## src/rtl/fifo_reader_if.sv

```systemverilog
// Signal bundle between fifo_reader, its source fifo and the downstream consumer.
// master is the reader side; slave is the fifo-plus-consumer side.
interface fifo_reader_if #(
    parameter int WIDTH = 1
);
    logic [WIDTH-1:0] fifo_dout;
    logic             fifo_empty;
    logic             fifo_r;
    logic [WIDTH-1:0] m_data;
    logic             m_valid;
    logic             m_ready;

    modport master (
        input  fifo_dout,
        input  fifo_empty,
        input  m_ready,
        output fifo_r,
        output m_data,
        output m_valid
    );

    modport slave (
        output fifo_dout,
        output fifo_empty,
        output m_ready,
        input  fifo_r,
        input  m_data,
        input  m_valid
    );
endinterface

```

## src/rtl/fifo_reader.sv

```systemverilog
// Read-side adapter for the synchronous fifo: pops on the fifo's empty flag into a
// 2-entry prefetch/skid store and re-presents the words as a registered valid/ready stream.
module fifo_reader #(
    parameter int    WIDTH = 1,
    parameter string CLEAR = "none"
) (
    input  logic          clk,
    input  logic          rstn,
    input  logic          clr,
    output logic          idle,
    fifo_reader_if.master bus
);
    typedef enum logic [1:0] {S0, S1, S2} state_t;

    localparam bit CLR_EN = (CLEAR == "sync");

    state_t           state;
    state_t           state_nxt;
    logic [WIDTH-1:0] e0;
    logic [WIDTH-1:0] e1;
    logic [WIDTH-1:0] e0_nxt;
    logic [WIDTH-1:0] e1_nxt;
    logic             valid_q;
    logic             clr_int;
    logic             pop;
    logic             out;

    assign clr_int = CLR_EN & clr;

    // The pop never looks at m_ready, so consumer backpressure cannot reach the fifo combinationally.
    assign pop = rstn & ~bus.fifo_empty & ~clr_int & (state != S2);
    assign out = valid_q & bus.m_ready;

    assign bus.fifo_r  = pop;
    assign bus.m_data  = e0;
    assign bus.m_valid = valid_q;
    assign idle        = (state == S0) & bus.fifo_empty;

    always_ff @(posedge clk or negedge rstn) begin
        if (!rstn) begin
            state   <= S0;
            e0      <= '0;
            e1      <= '0;
            valid_q <= 1'b0;
        end else begin
            state   <= state_nxt;
            e0      <= e0_nxt;
            e1      <= e1_nxt;
            valid_q <= (state_nxt != S0);
        end
    end

    // e0 is the head and always feeds m_data; entries are left stale when drained.
    always_comb begin
        state_nxt = state;
        e0_nxt    = e0;
        e1_nxt    = e1;
        if (clr_int) begin
            state_nxt = S0;
        end else begin
            case (state)
                S0: begin
                    if (pop) begin
                        state_nxt = S1;
                        e0_nxt    = bus.fifo_dout;
                    end
                end
                S1: begin
                    if (pop && !out) begin
                        state_nxt = S2;
                        e1_nxt    = bus.fifo_dout;
                    end else if (pop && out) begin
                        e0_nxt = bus.fifo_dout;
                    end else if (out) begin
                        state_nxt = S0;
                    end
                end
                S2: begin
                    if (out) begin
                        state_nxt = S1;
                        e0_nxt    = e1;
                    end
                end
                default: begin
                    state_nxt = S0;
                end
            endcase
        end
    end
endmodule
```

## src/flat_wrapper.sv

```systemverilog
// flat-port wrapper written by rule: the top's interface ports become plain ports
module fifo_reader_flat 
#(
    parameter int    WIDTH = 1,
    parameter string CLEAR = "    "
)
  (clk, rstn, clr, idle, bus_fifo_dout, bus_fifo_empty, bus_m_ready, bus_fifo_r, bus_m_data, bus_m_valid);
  fifo_reader_if #(.WIDTH(WIDTH)) bus_i ();
  input  logic clk;
  input  logic rstn;
  input  logic clr;
  output logic idle;
  input wire logic [$bits(bus_i.fifo_dout)-1:0] bus_fifo_dout;
  input wire logic [$bits(bus_i.fifo_empty)-1:0] bus_fifo_empty;
  input wire logic [$bits(bus_i.m_ready)-1:0] bus_m_ready;
  output wire logic [$bits(bus_i.fifo_r)-1:0] bus_fifo_r;
  output wire logic [$bits(bus_i.m_data)-1:0] bus_m_data;
  output wire logic [$bits(bus_i.m_valid)-1:0] bus_m_valid;
  assign bus_i.fifo_dout = bus_fifo_dout;
  assign bus_i.fifo_empty = bus_fifo_empty;
  assign bus_i.m_ready = bus_m_ready;
  assign bus_fifo_r = bus_i.fifo_r;
  assign bus_m_data = bus_i.m_data;
  assign bus_m_valid = bus_i.m_valid;
  fifo_reader #(.WIDTH(WIDTH), .CLEAR(CLEAR)) u_core (.clk(clk), .rstn(rstn), .clr(clr), .idle(idle), .bus(bus_i));
endmodule
```

## config.mk

```make
export PLATFORM = sky130hd
export DESIGN_NAME = fifo_reader_flat
export DESIGN_NICKNAME = d
export VERILOG_FILES = /design/src/rtl/fifo_reader_if.sv /design/src/rtl/fifo_reader.sv /design/src/flat_wrapper.sv
export SDC_FILE = /design/constraint.sdc
export NUM_CORES = 1
export LEC_CHECK = 0
export BUFFER_PORTS_ARGS = -buffer_cell sky130_fd_sc_hd__buf_2
export CORE_AREA = 2 2 39 41
export DETAILED_ROUTE_END_ITERATION = 7
export DIE_AREA = 0 0 41 43
export SETUP_SLACK_MARGIN = 0.5
export SYNTH_ARGS = -nofsm -noshare
export SYNTH_HDL_FRONTEND = slang
export SYNTH_SLANG_ARGS = --single-unit
export TNS_END_PERCENT = 30
```

## constraint.sdc

```tcl
create_clock -name clk -period 1.27 [get_ports clk]
set_input_delay 0.1905 -clock clk [delete_from_list [all_inputs] [get_ports clk]]
set_output_delay 0.1905 -clock clk [all_outputs]
set_load 0.03 [all_outputs]
```

==> run_results.csv <==
group,metric,value,unit
run_status,outcome,"complete, but fails checks",
run_status,violations,"setup timing",
die,die_w,41,µm
place,place_hpwl,516,µm
die,core-area,1380,µm²
sta,period_needed,1.31,ns
die,initial_core_util,0.213,
clock_network,cts_tree,"built",
sta,skew,0.00545,ns
layout,diodes,0,
detailed_routing,via_count,302,
global_route,gr-max-usage-layer,"met2",
sta,setup_viol,3,
sta,worst_slack,-0.0373,ns
detailed_routing,first_iter_violations,1,
global_route,use_met3,0.0628,
critical_path,cp-start-kind,"register",
die,io-pin-count,10,
critical_path,timing.rr.start,"u_core.state[1]$_DFF_PN0_",
critical_path,required,1.40,ns
sta,rsz0062_at_grt,"true",
clock_network,clk-insertion-delay-late,0.25,ns
pwr,p_leak,0.000230,µW
logic_synthesis,syn_avg_cell_area,10.9,µm²
clock_network,cts_buffer_depth,2,
place,portBuffers,8,
pwr,power_density,2210,nW/µm²
flow_run,maxCapViolations,0,
detailed_routing,ant_nets,0,
logic_synthesis,synthesis.nets,33,
global_route,grt_pass1_vias,302,
global_route,grt_pass1_wl,1320,µm
critical_path,ff2ff_setup_slack,-0.04,ns
sta,finalMaxSlewViolations,0,
logic_synthesis,mappedNetlistArea,295,µm²
critical_path,criticalPathCategory,"register to register",
clock_network,clkTransAtPathRegs,0.04,ns
place,place_ws,0.0320,ns
critical_path,cp_max_fo,5,
global_route,grtUsageMet2,0.184,
sta,tightestPinTransition,0.362,ns
sta,holdWs,0.202,ns
detailed_routing,avgRoutedWirePerCell,13.1,µm
sta,tns,-0.0874,ns
critical_path,endpoint_kind,"register",
critical_path,worstRegToRegCells,4,
hold_path,hold_class,"primary input to register",
layout,fin_nets,54,
global_route,grt_max_degree,8,
hold_path,holdPathEnd,"u_core.e1$_DFFE_PN0P_",
clock_network,cts_sinks,5,
logic_synthesis,synth_cells,27,
clock_network,root_buffer,"clkbuf_4",
detailed_routing,vias_per_cell,4.79,
sta,hold_viol,0,
clock_network,h-tree-depth,1,
die,die_area,1760,µm²
layout,synthToLayoutAreaGrowth,68.2,%
place,finalWeightedCongestion,0.702,
detailed_routing,routed_wl,828,µm
sta,worst_slew_margin_rel,0.757,
sta,finalCritPeriodShare,1.03,
global_route,antenna_found_initial,0,
hold_path,min_from,"bus_fifo_dout",
global_route,overflow,0,
logic_synthesis,ys_seq_area_frac,0.424,
logic_synthesis,synth_cell_type_count,18,
layout,final_cell_mix,"buf_4 (7), buf_2 (4), buf_6 (4)",
detailed_routing,first_pass_iters,2,
detailed_routing,drc_errors,0,
global_route,grtUsageTotal,0.121,
layout,layout_commonest_cell,"buf_4",
place,postPlaceCellArea,379,µm²
layout,design_area,497,µm²
clock_network,numCtsBuffers,3,
hold_path,whs_path_depth,2,
die,row_count,14,
pwr,peakVddDrop,0.614,mV
critical_path,critPathArrivalTime,1.44,ns
die,die_h,43,µm
logic_synthesis,ys_ff_latch,5,
sta,timing.fmax,0.765,GHz
global_route,gr-usage-met1,0.121,
pwr,total_power,1100,µW
logic_synthesis,synth-warning-count,0,
layout,drive_gt1_frac,0.638,
critical_path,worstReg2RegEnd,"u_core.e1$_DFFE_PN0P_",
-- critical path, cell delays in order, from the launching register on --
cell,delay [ns]
dfrtp_2,0.43
buf_6,0.13
nor3b_4,0.25
nand2_2,0.08
mux2_4,0.30
-- layout make-up --
| type | instances | area [µm²] |
|---|---|---|
| fillers | 148 | 887 |
| multi-input cells | 21 | 191 |
| flip-flops and latches | 5 | 128 |
| repair buffers | 16 | 128 |
| clock buffers | 4 | 26.3 |
| well taps | 16 | 20.0 |
| inverters | 1 | 3.75 |
-- worst max path at each step --
| stage | from | endpoint | slack [ns] |
|---|---|---|---|
| finish | u_core.state[1]$_DFF_PN0_ | u_core.e1$_DFFE_PN0P_ | -0.04 |
| global route | u_core.state[1]$_DFF_PN0_ | u_core.e1$_DFFE_PN0P_ | -0.09 |
| CTS | u_core.state[1]$_DFF_PN0_ | u_core.e1$_DFFE_PN0P_ | -0.05 |
| detailed placement | u_core.state[1]$_DFF_PN0_ | u_core.e1$_DFFE_PN0P_ | 0.03 |
| global placement | u_core.state[1]$_DFF_PN0_ | u_core.e1$_DFFE_PN0P_ | 0.04 |
| floorplan | u_core.bus.m_valid$_DFF_PN0_ | u_core.e1$_DFFE_PN0P_ | 0.1 |
-- layer usage --
| layer | wire (µm) | up-vias |
|---|---|---|
| met3 | 46 | 2 |
| met4 | 19 | 0 |
| li1 | - | 142 |
| met1 | 311 | 151 |
| met2 | 450 | 7 |
| met5 | 0 | - |
-- flip-flops by register name, summed over array words and instances, names as in the netlist --
name,cells
u_core.bus.m_valid,1
u_core.state,2
u_core.bus.m_data,1
u_core.e1,1
-- logic make-up after synthesis --
kind of cell | synth area share
buf+inv | 0.0127
compound gates | 0.237
simple gates | 0.275
flops | 0.424
mux | 0.0508
-- synthesized netlist by cell type --
master,n,share of area
o21ai_0,1,0.017
o21bai_1,2,0.051
a21boi_2,1,0.038
a211oi_2,1,0.042
and3_2,1,0.025
a21oi_1,4,0.068
nor3b_4,1,0.064
and2b_1,1,0.025
mux2_4,1,0.051
dfrtp_1,5,0.42
nor2_1,1,0.013
and4b_1,2,0.068
a31oi_1,1,0.021
nand2_2,1,0.021
inv_1,1,0.013
nand2b_1,1,0.021
nor3_1,1,0.017
nor4_1,1,0.021
-- repair_timing --
item | 4_1_cts | 5_1_grt
pin swaps | 4 | 2
gates resized for setup | 11 | 2
hold buffers | 1 | 0
endpoints found under the hold margin | 5 | 0
endpoints found under the setup margin | 9 | 9
setup buffers | 4 | 1
-- where the power goes --
| part | switching [µW] | leakage, µW | internal [µW] |
|---|---|---|---|
| Clock | 74.1 | 0.0000150 | 119 |
| Combinational | 267 | 0.000157 | 306 |
| Sequential | 90.1 | 0.0000582 | 240 |
-- stage by stage --
step,util,std cells
2_1_floorplan,-,27
4_1_cts,0.344,62
3_5_place_dp,0.274,53
6_report,0.359,63
5_1_grt,0.359,63
3_3_place_gp,0.274,53
Power figures use the tool's default switching activity.
